**src/rtl/cpu_sequencer_pkg.sv**
```systemverilog
// cpu_sequencer_pkg: sequencer states, instruction field positions and opcode helpers
package cpu_sequencer_pkg;
  typedef enum logic [2:0] {SEQ_IDLE, SEQ_FETCH, SEQ_DECODE, SEQ_IMM, SEQ_OPER, SEQ_EXEC, SEQ_WB} seq_state_t;
  localparam int OP_MSB = 15;
  localparam int OP_LSB = 11;
  localparam int R1_MSB = 10;
  localparam int R1_LSB = 8;
  localparam int R2_MSB = 7;
  localparam int R2_LSB = 5;
  localparam logic [4:0] OP_NOP  = 5'd0;
  localparam logic [4:0] OP_ADD  = 5'd1;
  localparam logic [4:0] OP_ADDI = 5'd2;
  localparam logic [4:0] OP_SUB  = 5'd3;
  localparam logic [4:0] OP_SUBI = 5'd4;
  localparam logic [4:0] OP_AND  = 5'd5;
  localparam logic [4:0] OP_ANDI = 5'd6;
  localparam logic [4:0] OP_OR   = 5'd7;
  localparam logic [4:0] OP_ORI  = 5'd8;
  localparam logic [4:0] OP_XOR  = 5'd9;
  localparam logic [4:0] OP_XORI = 5'd10;
  localparam logic [4:0] OP_CMP  = 5'd11;
  localparam logic [4:0] OP_CMPI = 5'd12;
  localparam logic [4:0] OP_LDI  = 5'd13;
  localparam logic [4:0] OP_LDA  = 5'd14;
  localparam logic [4:0] OP_LDW  = 5'd15;
  localparam logic [4:0] OP_JMP  = 5'd16;
  localparam logic [4:0] OP_RJMP = 5'd17;
  localparam logic [4:0] OP_BREQ = 5'd18;
  function automatic logic has_imm(input logic [4:0] op);
    return op inside {OP_ADDI, OP_SUBI, OP_ANDI, OP_ORI, OP_XORI, OP_CMPI,
                      OP_LDI, OP_LDA, OP_LDW, OP_JMP, OP_RJMP, OP_BREQ};
  endfunction
endpackage

```
**src/rtl/cpu_sequencer.sv**
```systemverilog
// cpu_sequencer: multi-cycle fetch/decode/execute/write-back control FSM owning PC and SREG
module cpu_sequencer
  import cpu_sequencer_pkg::*;
#(
  parameter logic [15:0] RESET_PC = 16'h0000
) (
  input  logic        clk,
  input  logic        rst,
  input  logic        run,
  output logic [15:0] mem_addr,
  output logic        mem_rd,
  input  logic [15:0] mem_rdata,
  output logic        mem_we,
  output logic [15:0] mem_wdata,
  output logic [2:0]  reg1_code,
  output logic [2:0]  reg2_code,
  output logic        rf_we,
  output logic [2:0]  rf_waddr,
  output logic [15:0] rf_wdata,
  output logic [4:0]  opcode,
  output logic [15:0] imm,
  output logic [15:0] mem_read_data,
  output logic [15:0] SREG_in,
  output logic        dne_tr,
  input  logic [15:0] SREG_out,
  input  logic        flag_update,
  input  logic [15:0] mem_write_val,
  input  logic [15:0] mem_write_addr,
  input  logic [15:0] reg_write_val,
  input  logic [2:0]  reg_write_code,
  input  logic [15:0] PC_jump_loc,
  input  logic [15:0] PC_jump_inc,
  input  logic        jump,
  input  logic        rjump,
  input  logic        mem_wb,
  input  logic        reg_wb,
  output logic [15:0] pc,
  output logic        busy,
  output logic [15:0] instr_cnt
);
  seq_state_t state, next;
  logic [OP_MSB:R2_LSB] ir;
  logic [15:0] pc_next;
  assign opcode = ir[OP_MSB:OP_LSB];
  // register codes are visible while the opcode word is still on the read bus
  assign reg1_code = state == SEQ_DECODE ? mem_rdata[R1_MSB:R1_LSB] : ir[R1_MSB:R1_LSB];
  assign reg2_code = state == SEQ_DECODE ? mem_rdata[R2_MSB:R2_LSB] : ir[R2_MSB:R2_LSB];
  assign busy = state != SEQ_IDLE;
  assign pc_next = jump ? PC_jump_loc : rjump ? pc + PC_jump_inc : pc + (has_imm(opcode) ? 16'd2 : 16'd1);
  always_ff @(posedge clk or posedge rst)
    if (rst) begin
      state <= SEQ_IDLE;
      pc <= RESET_PC;
      SREG_in <= '0;
      ir <= '0;
      imm <= '0;
      mem_read_data <= '0;
      instr_cnt <= '0;
    end else begin
      state <= next;
      if (state == SEQ_DECODE) ir <= mem_rdata[OP_MSB:R2_LSB];
      if (state == SEQ_IMM) imm <= mem_rdata;
      if (state == SEQ_OPER) mem_read_data <= mem_rdata;
      if (state == SEQ_WB) begin
        pc <= pc_next;
        instr_cnt <= instr_cnt + 16'd1;
        if (flag_update) SREG_in <= SREG_out;
      end
    end
  always_comb begin
    next = state;
    mem_addr = '0;
    mem_rd = 1'b0;
    mem_we = 1'b0;
    mem_wdata = '0;
    rf_we = 1'b0;
    rf_waddr = '0;
    rf_wdata = '0;
    dne_tr = 1'b0;
    case (state)
      SEQ_IDLE: next = run ? SEQ_FETCH : SEQ_IDLE;
      SEQ_FETCH: begin
        mem_addr = pc;
        mem_rd = 1'b1;
        next = SEQ_DECODE;
      end
      SEQ_DECODE: begin
        mem_rd = has_imm(mem_rdata[OP_MSB:OP_LSB]);
        mem_addr = mem_rd ? pc + 16'd1 : '0;
        next = mem_rd ? SEQ_IMM : SEQ_EXEC;
      end
      SEQ_IMM: begin
        mem_rd = opcode == OP_LDA;
        mem_addr = mem_rd ? mem_rdata : '0;
        next = mem_rd ? SEQ_OPER : SEQ_EXEC;
      end
      SEQ_OPER: next = SEQ_EXEC;
      SEQ_EXEC: begin
        dne_tr = 1'b1;
        next = SEQ_WB;
      end
      SEQ_WB: begin
        rf_we = reg_wb;
        rf_waddr = reg_write_code;
        rf_wdata = reg_write_val;
        mem_we = mem_wb;
        mem_addr = mem_write_addr;
        mem_wdata = mem_write_val;
        next = run ? SEQ_FETCH : SEQ_IDLE;
      end
      default: next = SEQ_IDLE;
    endcase
  end
endmodule

```
**config.mk**
```make
export PLATFORM = sky130hd
export DESIGN_NAME = cpu_sequencer
export DESIGN_NICKNAME = d
export VERILOG_FILES = /design/src/rtl/cpu_sequencer_pkg.sv /design/src/rtl/cpu_sequencer.sv
export SDC_FILE = /design/constraint.sdc
export NUM_CORES = 1
export LEC_CHECK = 0
export ABC_AREA = 1
export CAP_MARGIN = 20
export CORE_MARGIN = 4
export CORE_UTILIZATION = 34
export DETAILED_ROUTE_END_ITERATION = 8
export DONT_BUFFER_PORTS = 1
export HOLD_SLACK_MARGIN = 0.15
export PLACE_DENSITY_LB_ADDON = 0.08
export SLEW_MARGIN = 0
export SYNTH_ARGS = -nofsm -noshare
export SYNTH_HDL_FRONTEND = slang
export SYNTH_SLANG_ARGS = --single-unit
export TNS_END_PERCENT = 30
```
**constraint.sdc**
```tcl
create_clock -name clk -period 3.15 [get_ports clk]
set_input_delay 0.63 -clock clk [delete_from_list [all_inputs] [get_ports clk]]
set_output_delay 0.63 -clock clk [all_outputs]
set_load 0.01 [all_outputs]
```
# Word level (Yosys, flattened, before mapping)
# Cells that the tools add are included.
dict set report totals {
  regBits 94
  inputBits 123
  output_inout_bits 147
  wordCells 66
}
dict set report op_classes {
  add_sub_neg 4
  eq_ne 30
  muxes 19
  reduce_logical 6
}
# op count
set op_table {}
lappend op_table {{$mux W16} 6}
lappend op_table {{$pmux W16 S4} 1}
lappend op_table {{$eq A5 B4 Y1 const B} 12}
lappend op_table {{$add A16 B1 Y16 const B} 2}
lappend op_table {{$eq A5 B5 Y1 const B} 6}
lappend op_table {{$reduce_bool A12 Y1} 2}
lappend op_table {{$eq A5 B3 Y1 const B} 4}
lappend op_table {{$pmux W3 S6} 1}
lappend op_table {{$add A16 B16 Y16} 1}
lappend op_table {{$add A16 B2 Y16} 1}
lappend op_table {{$mux W3} 4}
lappend op_table {{$eq A5 B2 Y1 const B} 2}
lappend op_table {{$eq A3 B3 Y1 const B} 3}
lappend op_table {{$eq A3 B2 Y1 const B} 2}
lappend op_table {{$mux W1} 5}
lappend op_table {{$eq A3 B1 Y1 const B} 1}
lappend op_table {{$logic_not A3 Y1} 1}
lappend op_table {{$pmux W1 S3} 1}
lappend op_table {{$reduce_bool A3 Y1} 1}
lappend op_table {{$mux W2} 1}
lappend op_table {{$reduce_and A2 Y1} 1}
lappend op_table {{$reduce_or A2 Y1} 1}

# Logic depth before layout (Yosys ltp)
# Gate-level depths: netlist of run 1.
dict set report logic_depth {
  word_depth 6
  ltp_mapped 19
  ltp_nobuf 19
}

# Least setup slack after synthesis of run 1
# No wires, ideal clock.
dict set report synth_path {
  path_kind {reg2reg}
  startpoint {register ir[11] in the netlist's numbering}
  endpoint {register pc[12]}
  setup_ns 0.116
  arrival_time_ns 2.295
  required_time_ns 3.034
  path_slack_ns 0.738
  path_stages_with_launch 19
  n_path_buf 0
  synth_period_minus_slack_ns 2.412
  cell_sequence {dfrtp_1 -> inv_1 -> nand2_1 -> inv_1 -> nand4_1 -> o211ai_1 -> nand2_1 -> o21a_1 -> ha_1 -> fa_1 -> nand2_1 -> nand2_1 -> and2_1 -> nand3_1 -> nand3_1 -> nand2_1 -> nand3_1 -> nand2_1 -> nand2_1}
}
dict set report synth_via {
  elab_chain_len 6
  elab_cells_between_ends 17
  classes_between {add/sub (1); eq/ne (12); mux (3); reduce/logical (1)}
}
# element line
set synth_lines {}
lappend synth_lines {{start: declaration} cpu_sequencer.sv:42} ;# logic [OP_MSB:R2_LSB] ir;
lappend synth_lines {{start signal: assignment} cpu_sequencer.sv:61} ;# if (state == SEQ_DECODE) ir <= mem_rdata[OP_MSB:R2_LSB];
lappend synth_lines {{$eq A5 B2 Y1 (tied with other cells)} cpu_sequencer_pkg.sv:30} ;# return op inside {OP_ADDI, OP_SUBI, OP_ANDI, OP_ORI, OP_XORI, OP_CMPI,
lappend synth_lines {{$reduce_bool A12 Y1 (*)} cpu_sequencer_pkg.sv:30}
lappend synth_lines {{$mux W2 (*)} cpu_sequencer.sv:49} ;# assign pc_next = jump ? PC_jump_loc : rjump ? pc + PC_jump_inc : pc + (has_imm(opcode) ? 16'd2 : 16'd1);
lappend synth_lines {{$add A16 B2 Y16 (*)} cpu_sequencer.sv:49}
lappend synth_lines {{$mux W16 (*) (2 in series)} cpu_sequencer.sv:49}
lappend synth_lines {{end signal: assignment} cpu_sequencer.sv:65} ;# pc <= pc_next;
lappend synth_lines {{end: declaration} cpu_sequencer.sv:37} ;# output logic [15:0] pc,
# Every way passes the cells marked *; elsewhere a longest branch is shown, timed or not.
# A chain may end at the register's enable or synchronous reset.

# Worst setup path after layout of run 1
dict set report layout_path {
  startpoint {register state[0]}
  endpoint {output port mem_addr[6]}
}
dict set report layout_via {
  elab_chain_len 2
  elab_cells_between_ends 5
  classes_between {eq/ne (4); mux (1)}
}
# element line
set layout_lines {}
lappend layout_lines {{start: declaration} cpu_sequencer.sv:41} ;# seq_state_t state, next;
lappend layout_lines {{start signal: assignment} cpu_sequencer.sv:60} ;# state <= next;
lappend layout_lines {{$eq A3 B3 Y1 (tied with other cells)} cpu_sequencer.sv:80} ;# case (state)
lappend layout_lines {{$pmux W16 S4 (*)} cpu_sequencer.sv:80}
lappend layout_lines {{end: declaration} cpu_sequencer.sv:10} ;# output logic [15:0] mem_addr,
# Marked as above.

==> summary.txt, run 1 <==
Run status
  • Status: finished, final reports clean

Synth
  • Mean Syn Cell Area: 7.248 um2
  • Async S/R FF share, synth: 1.000
  • Syn nets: 966
  • Top-count cell post-synth: nand2_1
  • Area leader, netlist: dfrtp_1
  • Syn Std Cell Area: 5979 um2
  • Sequential area share after synthesis: 0.3934
  • Share of the synthesized area in the top cell type: 0.3934
  • Cell variety after synth: 41
  • Most frequent cells after synthesis: nand2_1 (223), inv_1 (136), dfrtp_1 (94)
  • Yosys warning count: 0
  • Post-synth EDFFs: 0
  • Synth top area cells: dfrtp_1 (39%), nand2_1 (14%), inv_1 (8.5%)
  • Mapped Cells: 825
  • Synthesized flop and latch total: 94
  • Most used DFF post-synth: dfrtp_1

Floorplanning
  • Core Box Area: 17240 um2
  • Initial Utilization: 0.3469
  • Row count: 48
  • Ports: 270
  • Die Ht: 140.6 um
  • Die W: 140.6 um
  • Die area: 19770 um2

Critical path
  • Slowest CP cell: o21ai_0
  • Worst r2r src: ir[11]
  • Crit-path max FO: 17
  • Largest stage delay, worst path: 0.46 ns
  • Most used cell, CP: inv_1
  • RR Endpoint: pc[14]
  • WP buf/inv: 3
  • Crit path depth: 7
  • CP required: 2.52 ns
  • Crit Path Class: reg2out
  • Reg2Reg Depth: 19
  • Worst-path cell chain: inv_1, nand2_2, nor2_4, inv_2, a21oi_4, inv_1, o21ai_0
  • Crit path arrival time: 2.35 ns
  • R2r setup slk: 0.36 ns
  • Crit end category: primary output
  • Startpoint type of the worst setup path: flop
  • CP delay by family, top: compound AO/OA/AOI/OAI gates

STA
  • RSZ-0062 raised after global routing: true
  • Worst Skew: 0.01036 ns
  • Final max-slew violation count: 0
  • Final setup viols: 0
  • Crit share post-route: 0.9456
  • Hold Slack: 0.2478 ns
  • Worst Slack Setup Final: 0.1713 ns
  • Worst rel slew slack: 0.3669
  • Endpoints failing hold: 0
  • Min cycle time layout: 2.979 ns
  • F_max: 335.7 MHz
  • Worst slew pin tran: 0.9473 ns

Routing
  • Routed wire length: 18260 um
  • DR iter-0 viols: 189
  • Antenna Nets Post-Route: 0
  • DRC Markers: 0
  • Via density: 4.973
  • WL/cell: 17.52 um
  • DR pass1 iterations: 5
  • DR vias: 5182

Place
  • Dpl ws: 0.3512 ns
  • RD Place Congestion: 0.8646
  • Placed Cells incl. Taps: 1026
  • I/O Buffers: 0
  • DP HPWL: 14550 um
  • Placed inst area: 6157 um2

Clocking
  • Worst-path clk slew: 0.07 ns
  • Max clock buf depth: 2
  • Clock sink count: 94
  • Hold Buf Count CTS: 0
  • CTS Buf Count: 9
  • Clock Latency Late Sink: 0.34 ns
  • Clk root buf: clkbuf_16
  • CTS tree: yes
  • Total of cells resized after clock tree synthesis: 0
  • Post-CTS setup buffer count: 0
  • CTS H-tree lvls: 3

Pwr
  • Seq pwr share: 0.413
  • Combinational share of power: 0.406
  • Sw Ratio: 0.4709
  • Peak VDD IR: 308.8 uV
  • Switch Pwr: 2.930 mW
  • PwrDens: 962.1 nW/um2
  • Leak: 3.492 nW
  • P_int: 3.292 mW
  • Clock Power Share: 0.181

Cells and area
  • Final instance area: 6467 um2
  • Area delta synth->final: 8.161%
  • Layout cells sized above 1: 0.07466
  • Nets: 953
  • N_diodes: 0
  • Finished Layout Cells: 1042

Run
  • Max capacitance violation total: 0

Global route
  • Number of global-route vias before repair: 5091
  • First-pass GRT wire length: 28770 um
  • Largest net degree at the start of global routing: 67
  • Total congestion overflow: 0
  • Initial antenna violation count: 1
  • GRT Resource Usage Total: 0.1818

Min path
  • Hold WC Path Type: in2async
-- worst max-delay path by stage --
stage          slack, ns      from          end
2_1_floorplan       0.07       rst   SREG_in[0]
5_1_grt           -0.008    ir[11]       pc[14]
3_3_place_gp        0.41    ir[11]       pc[14]
4_1_cts             0.13  state[0]  mem_addr[6]
6_report            0.17  state[0]  mem_addr[6]
3_5_place_dp        0.35    ir[11]       pc[14]
-- logic make-up (layout without fill, tap and decap cells) --
| family | after synthesis | count (layout) | synth area share |
|---|---|---|---|
| AO/OA/AOI/OAI | 115 | 115 | 0.1109 |
| XOR/XNOR | 22 | 22 | 0.03223 |
| adder cells (fa/ha/maj) | 18 | 18 | 0.03892 |
| buffers and inverters | 170 | 162 | 0.1159 |
| flip-flops | 94 | 94 | 0.3934 |
| multiplexers | 19 | 19 | 0.03578 |
| AND/OR/NAND/NOR | 387 | 387 | 0.2729 |
-- registers in the layout (all words and copies together) (netlist names) --
signal	cells
pc	16
SREG_in	16
state	3
ir	11
instr_cnt	16
mem_read_data	16
imm	16
-- power groups by stage --
stage | logic, mW | clock network [mW] | registers (mW)
after CTS | 2.55 | 1.17 | 2.58
after global routing | 2.92 | 1.22 | 2.66
after detailed placement | 2.54 | 0 | 2.61
after floorplan | 2.09 | 0 | 2.33
final | 2.53 | 1.13 | 2.57
after global placement | 2.51 | 0 | 2.59
-- placed cells by master, fill, tap and decap left out, types with 3 or more instances in the layout --
| cell | netlist | final |
|---|---|---|
| o211ai_1 | 10 | 10 |
| clkbuf_16 | 0 | 9 |
| a21oi_1 | 23 | 23 |
| xnor2_1 | 7 | 7 |
| nor2_1 | 84 | 84 |
| ha_1 | 17 | 17 |
| nand4_1 | 7 | 7 |
| nand2_1 | 223 | 223 |
| a31oi_1 | 6 | 6 |
| dfrtp_1 | 94 | 93 |
| buf_4 | 9 | 6 |
| inv_1 | 136 | 135 |
| o21ai_0 | 57 | 57 |
| mux2_2 | 19 | 19 |
| xor2_1 | 15 | 15 |
| a22oi_1 | 11 | 11 |
| nor3_1 | 7 | 7 |
| nand3_1 | 49 | 49 |
| nand2_2 | 3 | 3 |
-- layer usage --
metal  up-vias  routed length [um]  track usage
met2       199                8386       0.2974
met4         2                 529      0.05864
met3        30                1669      0.06615
met1      2382                7653       0.2237
met5         -                  20            0
li1       2569                   -            -
-- through the flow --
step	utilization	total power, mW	TNS (ns)
floorplan	-	4.426	0
finish	0.3752	6.223	0
global route	0.3752	6.806	-0.008292
CTS	0.3751	6.297	0
global placement	0.3572	5.100	0
detailed placement	0.3572	5.146	0
-- area by class of cell --
cell class,instances,area (um2)
fillers,1851,10770
multi-input cells,561,2934
flip-flops and latches,94,2354
inverters,139,524.3
well taps,225,281.5
clock buffers,12,256.5
repair buffers,7,65.06
clock inverters,4,52.55
Power figures use the tool's default switching activity.
==> run 2: changes to the inputs <==
- CORE_MARGIN: 4 -> default
==> run 2 against run 1 <==
  * Clock skew down 0.0035 ns
  * Sequential share of layout area fell by 0.15 points
  * Routed wire length decreased by 2.5%
  * Fmax up 0.31%
  * Die area down 8.4%
  * Cell count about the same
  * Clock power rose by 8%
  * Combinational power hardly changed
  * Flip-flop and latch count is the same
  * Via count grew 1.4%
  * Largest cell class unchanged
==> summary.txt, run 2 (same netlist as run 1, synthesis figures left out) <==
Routing
  • DR iter-0 viols: 214 (was 189)
  • Antenna Nets Post-Route: 0 (unchanged)
  • Via density: 5.040 (was 4.973)
  • WL/cell: 17.07 um (was 17.52 um)
  • DRC Markers: 0 (unchanged)
  • DR pass1 iterations: 5 (unchanged)
  • Routed wire length: 17810 um (was 18260 um)
  • DR vias: 5257 (was 5182)

Clocking
  • Clock Latency Late Sink: 0.35 ns (was 0.34 ns)
  • Worst-path clk slew: 0.07 ns (about the same)
  • CTS H-tree lvls: 3 (unchanged)
  • Max clock buf depth: 2 (unchanged)
  • CTS Buf Count: 9 (unchanged)
  • Hold Buf Count CTS: 0 (unchanged)
  • Clk root buf: clkbuf_16 (unchanged)
  • Post-CTS setup buffer count: 0 (unchanged)
  • Clock sink count: 94 (unchanged)
  • Total of cells resized after clock tree synthesis: 0 (unchanged)
  • CTS tree: yes (unchanged)

Critical path
  • Crit Path Class: reg2out (unchanged)
  • Crit end category: primary output (unchanged)
  • Crit-path max FO: 17 (unchanged)
  • Crit path arrival time: 2.34 ns (was 2.35 ns)
  • Startpoint type of the worst setup path: flop (unchanged)
  • CP required: 2.52 ns (about the same)

STA
  • RSZ-0062 raised after global routing: false (was true)
  • Endpoints failing hold: 0 (unchanged)
  • F_max: 336.8 MHz (was 335.7 MHz)
  • Hold Slack: 0.2171 ns (was 0.2478 ns)
  • Min cycle time layout: 2.970 ns (was 2.979 ns)
  • Crit share post-route: 0.9427 (was 0.9456)
  • Final setup viols: 0 (unchanged)
  • Worst rel slew slack: 0.3606 (was 0.3669)
  • Final max-slew violation count: 0 (unchanged)
  • Fin Setup TNS: 0 ns (unchanged)
  • Worst Skew: 0.006904 ns (was 0.01036 ns)
  • Worst slew pin tran: 0.9568 ns (was 0.9473 ns)

Floorplanning
  • Initial Utilization: 0.3469 (unchanged)
  • Core Box Area: 17240 um2 (unchanged)
  • Die area: 18120 um2 (was 19770 um2)
  • Ports: 270 (unchanged)
  • Die Ht: 134.6 um (was 140.6 um)
  • Die W: 134.6 um (was 140.6 um)
  • Row count: 48 (unchanged)

Cells and area
  • Area delta synth->final: 8.537% (was 8.161%)
  • Fill count: 1818 (was 1851)
  • Nets: 955 (was 953)
  • Register Area: 2352 um2 (was 2354 um2)
  • Layout cells sized above 1: 0.07579 (was 0.07466)
  • Final instance area: 6490 um2 (was 6467 um2)
  • N_diodes: 0 (unchanged)
  • Multi-input logic area: 2934 um2 (unchanged)
  • Most common cell after layout, fill and taps aside: nand2_1 (unchanged)
  • Highest-count cells in the layout ignoring fill and taps: nand2_1 (223), inv_1 (135), dfrtp_1 (94), nor2_1 (84), o21ai_0 (57) (was nand2_1 (223), inv_1 (135), dfrtp_1 (93), nor2_1 (84), o21ai_0 (57))

Global route
  • Largest net degree at the start of global routing: 67 (unchanged)
  • First-pass GRT wire length: 27230 um (was 28770 um)
  • Total congestion overflow: 0 (unchanged)
  • Number of global-route vias before repair: 4961 (was 5091)
  • GRT Resource Usage Total: 0.1959 (was 0.1818)
  • Initial antenna violation count: 0 (was 1)

Pwr
  • PwrDens: 972.1 nW/um2 (was 962.1 nW/um2)
  • Leak: 3.508 nW (was 3.492 nW)
  • Peak VDD IR: 327.5 uV (was 308.8 uV)

Place
  • I/O Buffers: 0 (unchanged)
  • Placed inst area: 6160 um2 (was 6157 um2)
  • RD Place Congestion: 0.9102 (was 0.8646)
  • DP HPWL: 14060 um (was 14550 um)

Run status
  • Status: finished, final reports clean (unchanged)

Run
  • Max capacitance violation total: 0 (unchanged)

Min path
  • Hold WC Path Type: in2async (unchanged)
## run 2: changes by cell type in the layout (fill, tap and decap cells not counted), sizes merged
cell	before	now
buf	7	9
bufinv	1	2
clkbuf	12	11
clkinv	2	1
## run 2: critical path, stage by stage, from the launching register on
cell     delay, ns
dfrtp_1       0.42
inv_1         0.12
nand2_2       0.07
nor2_4        0.21
inv_2         0.20
a21oi_4       0.37
inv_1         0.18
o21ai_0       0.42
## run 2: layout make-up
type / count / share of cell area
flip-flops and latches: 94 / 0.3624
clock buffers: 11 / 0.03894
multi-input cells: 561 / 0.4521
repair buffers: 9 / 0.01041
inverters: 139 / 0.08078
clock inverters: 4 / 0.01195
well taps: 225 / 0.04338
## run 2: where the power goes
group | leakage, nW | internal, mW | switching, mW
clock | 0.163 | 0.741 | 0.479
sequential | 1.16 | 1.73 | 0.829
combinational | 2.18 | 0.901 | 1.63
total | 3.51 | 3.37 | 2.94
## run 2: layer usage
| metal | up-vias | global-route usage | wire [um] | part of all wire |
|---|---|---|---|---|
| li1 | 2570 | - | - | - |
| met1 | 2460 | 0.2469 | 7647 | 0.43 |
| met2 | 207 | 0.3172 | 8316 | 0.47 |
| met3 | 20 | 0.06006 | 1516 | 0.085 |
| met4 | 0 | 0.06804 | 327 | 0.018 |
| met5 | - | 0 | 0 | 0 |
## run 2: path summary, 6_finish.rpt
kind,startpoint,to,slack [ns],cells after the start
max,state[0],mem_addr[6],0.18,7
min,rst,instr_cnt[9],0.22,1
max reg2reg,ir[11],pc[12],0.35,18
min reg2reg,imm[10],imm[10],0.56,2
max in group asynchronous,rst,instr_cnt[3],2.11,2
min in group clk,mem_rdata[15],ir[15],0.41,2
## run 2: metrics by stage
step | setup WS (ns) | power [mW] | instances | utilization
2_1_floorplan | 0.07133 | 4.426 | 825 | -
3_3_place_gp | 0.4054 | 5.076 | 1028 | 0.3574
3_5_place_dp | 0.3662 | 5.136 | 1028 | 0.3574
4_1_cts | 0.1224 | 6.382 | 1043 | 0.3765
5_1_grt | 0.009533 | 6.857 | 1043 | 0.3765
6_report | 0.1805 | 6.309 | 1043 | 0.3765
==> run 3: changes to the inputs <==
- ABC_AREA: 1 -> 0
==> run 3 against run 2 <==
  * Combinational power decreased by 3%
  * Non-clock buffer count up 21
  * Cell count fell by 28%
  * Via count shrank 22%
  * Sequential power fell by 3%
  * Critical path depth up 6
  * Synthesized cell count fell by 36%
  * Register-to-register slack worse by 0.14 ns
  * Clock-buffer cell count down 2
==> summary.txt, run 3 <==
Clocking
  • Clock Latency Late Sink: 0.34 ns (was 0.35 ns)
  • CTS H-tree lvls: 3 (unchanged)
  • Worst-path clk slew: 0.07 ns (about the same)
  • CTS Buf Count: 9 (unchanged)
  • CTS tree: yes (unchanged)
  • Clk root buf: clkbuf_16 (unchanged)
  • Max clock buf depth: 2 (unchanged)
  • Clock sink count: 94 (unchanged)

Synth
  • Share of the synthesized area in the top cell type: 0.4327 (was 0.3934)
  • Most used DFF post-synth: dfrtp_1 (unchanged)
  • Syn nets: 670 (was 966)
  • Mean Syn Cell Area: 10.28 um2 (was 7.248 um2)
  • Syn Std Cell Area: 5436 um2 (was 5979 um2)
  • Complex-gate fraction of the synthesized area: 0.1323 (was 0.1109)
  • Synth Area in XOR/XNOR: 0.06743 (was 0.03222)
  • Sequential area share after synthesis: 0.4327 (was 0.3934)
  • Top-count cell post-synth: dfrtp_1 (was nand2_1)
  • Synth top area cells: dfrtp_1 (43%), mux2_2 (12%), and2_1 (5.9%) (was dfrtp_1 (39%), nand2_1 (14%), inv_1 (8.5%))
  • Cell variety after synth: 47 (was 41)
  • Synth Area in Adders: 0.04281 (was 0.03892)
  • Most frequent cells after synthesis: dfrtp_1 (94), mux2_2 (57), and2_1 (51) (was nand2_1 (223), inv_1 (136), dfrtp_1 (94))
  • Mapped Cells: 529 (was 825)
  • Mux contribution to synthesized area: 0.1236 (was 0.03578)
  • Area leader, netlist: dfrtp_1 (unchanged)
  • Synthesized flop and latch total: 94 (unchanged)
  • Async S/R FF share, synth: 1.000 (unchanged)
  • Yosys warning count: 0 (unchanged)
  • Largest family of logic cells by synthesized area: simple AND/OR/NAND/NOR gates (unchanged)
  • Simple-gate share of the synthesized area: 0.1641 (was 0.2729)
  • Post-synth EDFFs: 0 (unchanged)

Pwr
  • Sw Ratio: 0.4041 (was 0.4658)
  • PwrDens: 1007 nW/um2 (was 972.1 nW/um2)
  • Leak: 2.679 nW (was 3.508 nW)
  • Total power: 6.190 mW (was 6.309 mW)
  • P_int: 3.688 mW (was 3.370 mW)
  • Clock Power Share: 0.202 (was 0.193)
  • Combinational share of power: 0.397 (was 0.401)
  • Seq pwr share: 0.401 (was 0.405)
  • Peak VDD IR: 312.0 uV (was 327.5 uV)
  • Switch Pwr: 2.501 mW (was 2.939 mW)

Floorplanning
  • Die area: 16500 um2 (was 18120 um2)
  • Row count: 45 (was 48)
  • Core Box Area: 15430 um2 (was 17240 um2)
  • Initial Utilization: 0.3524 (was 0.3469)
  • Die W: 128.5 um (was 134.6 um)
  • Die Ht: 128.5 um (was 134.6 um)
  • Ports: 270 (unchanged)

Run
  • Max capacitance violation total: 0 (unchanged)

STA
  • Final max-slew violation count: 0 (unchanged)
  • Crit share post-route: 0.9335 (was 0.9427)
  • Endpoints failing hold: 0 (unchanged)
  • Final setup viols: 0 (unchanged)
  • Worst slew pin tran: 0.7564 ns (was 0.9568 ns)
  • F_max: 340.1 MHz (was 336.8 MHz)
  • Fin Setup TNS: 0 ns (unchanged)
  • Worst rel slew slack: 0.4945 (was 0.3606)
  • Min cycle time layout: 2.940 ns (was 2.970 ns)
  • Worst Skew: 0.009148 ns (was 0.006904 ns)
  • Worst Slack Setup Final: 0.2096 ns (was 0.1805 ns)

Critical path
  • CP delay by family, top: compound AO/OA/AOI/OAI gates (unchanged)
  • Most used cell, CP: a21o_1 (was inv_1)
  • Crit-path max FO: 4 (was 17)
  • Startpoint type of the worst setup path: flop (unchanged)
  • Worst-path cell chain: nand2b_1, o21ai_0, a221oi_2, a21o_1, ha_1, fa_1, a21o_1, nand4_1, nand3_1, a21o_1, a221oi_1, xor2_1, o22ai_1 (was inv_1, nand2_2, nor2_4, inv_2, a21oi_4, inv_1, o21ai_0)
  • CP required: 3.37 ns (was 2.52 ns)
  • Largest stage delay, worst path: 0.41 ns (was 0.42 ns)
  • Crit Path Class: reg2reg (was reg2out)
  • Crit path arrival time: 3.16 ns (was 2.34 ns)
  • Crit end category: flop (was primary output)
  • WP buf/inv: 0 (was 3)
  • Slowest CP cell: fa_1 (was dfrtp_1)

Routing
  • DRC Markers: 0 (unchanged)
  • DR pass1 iterations: 7 (was 5)
  • DR iter-0 viols: 199 (was 214)
  • Antenna Nets Post-Route: 0 (unchanged)
  • Via density: 5.440 (was 5.040)
  • Routed wire length: 16340 um (was 17810 um)
  • WL/cell: 21.68 um (was 17.07 um)
  • DR vias: 4102 (was 5257)

Place
  • RD Place Congestion: 0.7981 (was 0.9102)
  • I/O Buffers: 0 (unchanged)
  • DP HPWL: 12890 um (was 14060 um)
  • Dpl ws: 0.1639 ns (was 0.3662 ns)

Cells and area
  • Nets: 679 (was 955)
  • Most common cell after layout, fill and taps aside: dfrtp_1 (was nand2_1)
  • Multi-input logic area: 2900 um2 (was 2934 um2)
  • Register Area: 2356 um2 (was 2352 um2)
  • Highest-count cells in the layout ignoring fill and taps: dfrtp_1 (91), mux2_2 (57), and2_1 (51), o21ai_0 (41), nand2_1 (36) (was nand2_1 (223), inv_1 (135), dfrtp_1 (94), nor2_1 (84), o21ai_0 (57))
  • Layout cells sized above 1: 0.2232 (was 0.07579)
  • Area delta synth->final: 13.03% (was 8.537%)
  • Fill count: 1586 (was 1818)

Min path
  • Hold WC Path Type: in2async (unchanged)

Global route
  • Largest net degree at the start of global routing: 56 (was 67)
  • Total congestion overflow: 0 (unchanged)
  • Initial antenna violation count: 1 (was 0)
  • First-pass GRT wire length: 24360 um (was 27230 um)
  • GRT Resource Usage Total: 0.1987 (was 0.1959)
  • Number of global-route vias before repair: 4147 (was 4961)

Run status
  • Status: finished, final reports clean (unchanged)
## run 3: final timing paths
path | startpoint | to | slack [ns] | depth (start not counted)
worst max-delay path | ir[11] | pc[14] | 0.21 | 13
worst min-delay path | rst | instr_cnt[15] | 0.20 | 1
min in group clk | mem_rdata[15] | ir[15] | 0.42 | 2
worst max register to register | ir[11] | pc[14] | 0.21 | 13
max in group asynchronous | rst | pc[15] | 2.24 | 2
worst min register to register | instr_cnt[15] | instr_cnt[15] | 0.54 | 1
## run 3: area by class of cell
| class | instances | area share |
|---|---|---|
| Inverter | 10 | 0.006516 |
| Tap cell | 211 | 0.04296 |
| Antenna cell | 1 | 0.0004072 |
| Sequential cell | 94 | 0.3834 |
| Clock buffer | 9 | 0.03665 |
| Clock inverter | 6 | 0.01934 |
| Timing Repair Buffer | 30 | 0.03869 |
| Multi-Input combinational cell | 393 | 0.4720 |
## run 3: logic make-up (layout without fill, tap and decap cells)
| kind of cell | after synthesis | in the layout |
|---|---|---|
| other | 0 | 1 |
| and+or+nand+nor | 162 | 162 |
| buffers and inverters | 42 | 55 |
| xor gates and xnor gates | 41 | 41 |
| AOI/OAI and AO/OA | 112 | 112 |
| DFF | 94 | 94 |
| adders and majority gates | 18 | 18 |
| muxes | 60 | 60 |
## run 3: worst register-to-register path: stages (launching register included)
cell and delay, ns:
dfrtp_1 0.40, nand2b_1 0.16, o21ai_0 0.11, a221oi_2 0.12, a21o_1 0.17, ha_1 0.22
fa_1 0.41, a21o_1 0.19, nand4_1 0.09, nand3_1 0.15, a21o_1 0.22, a221oi_1 0.31
xor2_1 0.17, o22ai_1 0.09
## run 3: timing repair
item / 4_1_cts / 5_1_grt
buffers inserted: 0 / 0
resized for setup: 0 / 5
endpoints found under the setup margin: 0 / 10
hold buffers: 0 / 0
## run 3: metrics by stage
stage	instance area, um2	utilization	std cells	hold slack, ns
floorplan	5436	-	529	0.5066
global placement	5787	0.3751	738	0.5262
detailed placement	5787	0.3751	738	0.5326
CTS	6131	0.3974	753	0.2109
global route	6145	0.3983	754	0.2346
finish	6145	0.3983	754	0.1973
## run 3: power by group through the flow
stage	sequential, mW	combinational [mW]	clock, mW
final	2.48	2.46	1.25
after global routing	2.56	2.75	1.33
after CTS	2.49	2.48	1.30
after detailed placement	2.51	2.47	0
after global placement	2.49	2.44	0
after floorplan	2.33	1.86	0
## run 3: metal layers
layer	up-vias	wire, um	GRT usage
met5	-	0	0
met4	0	291	0.06782
met3	15	1208	0.05696
met2	179	8390	0.3501
met1	2007	6453	0.2304
li1	1901	-	-
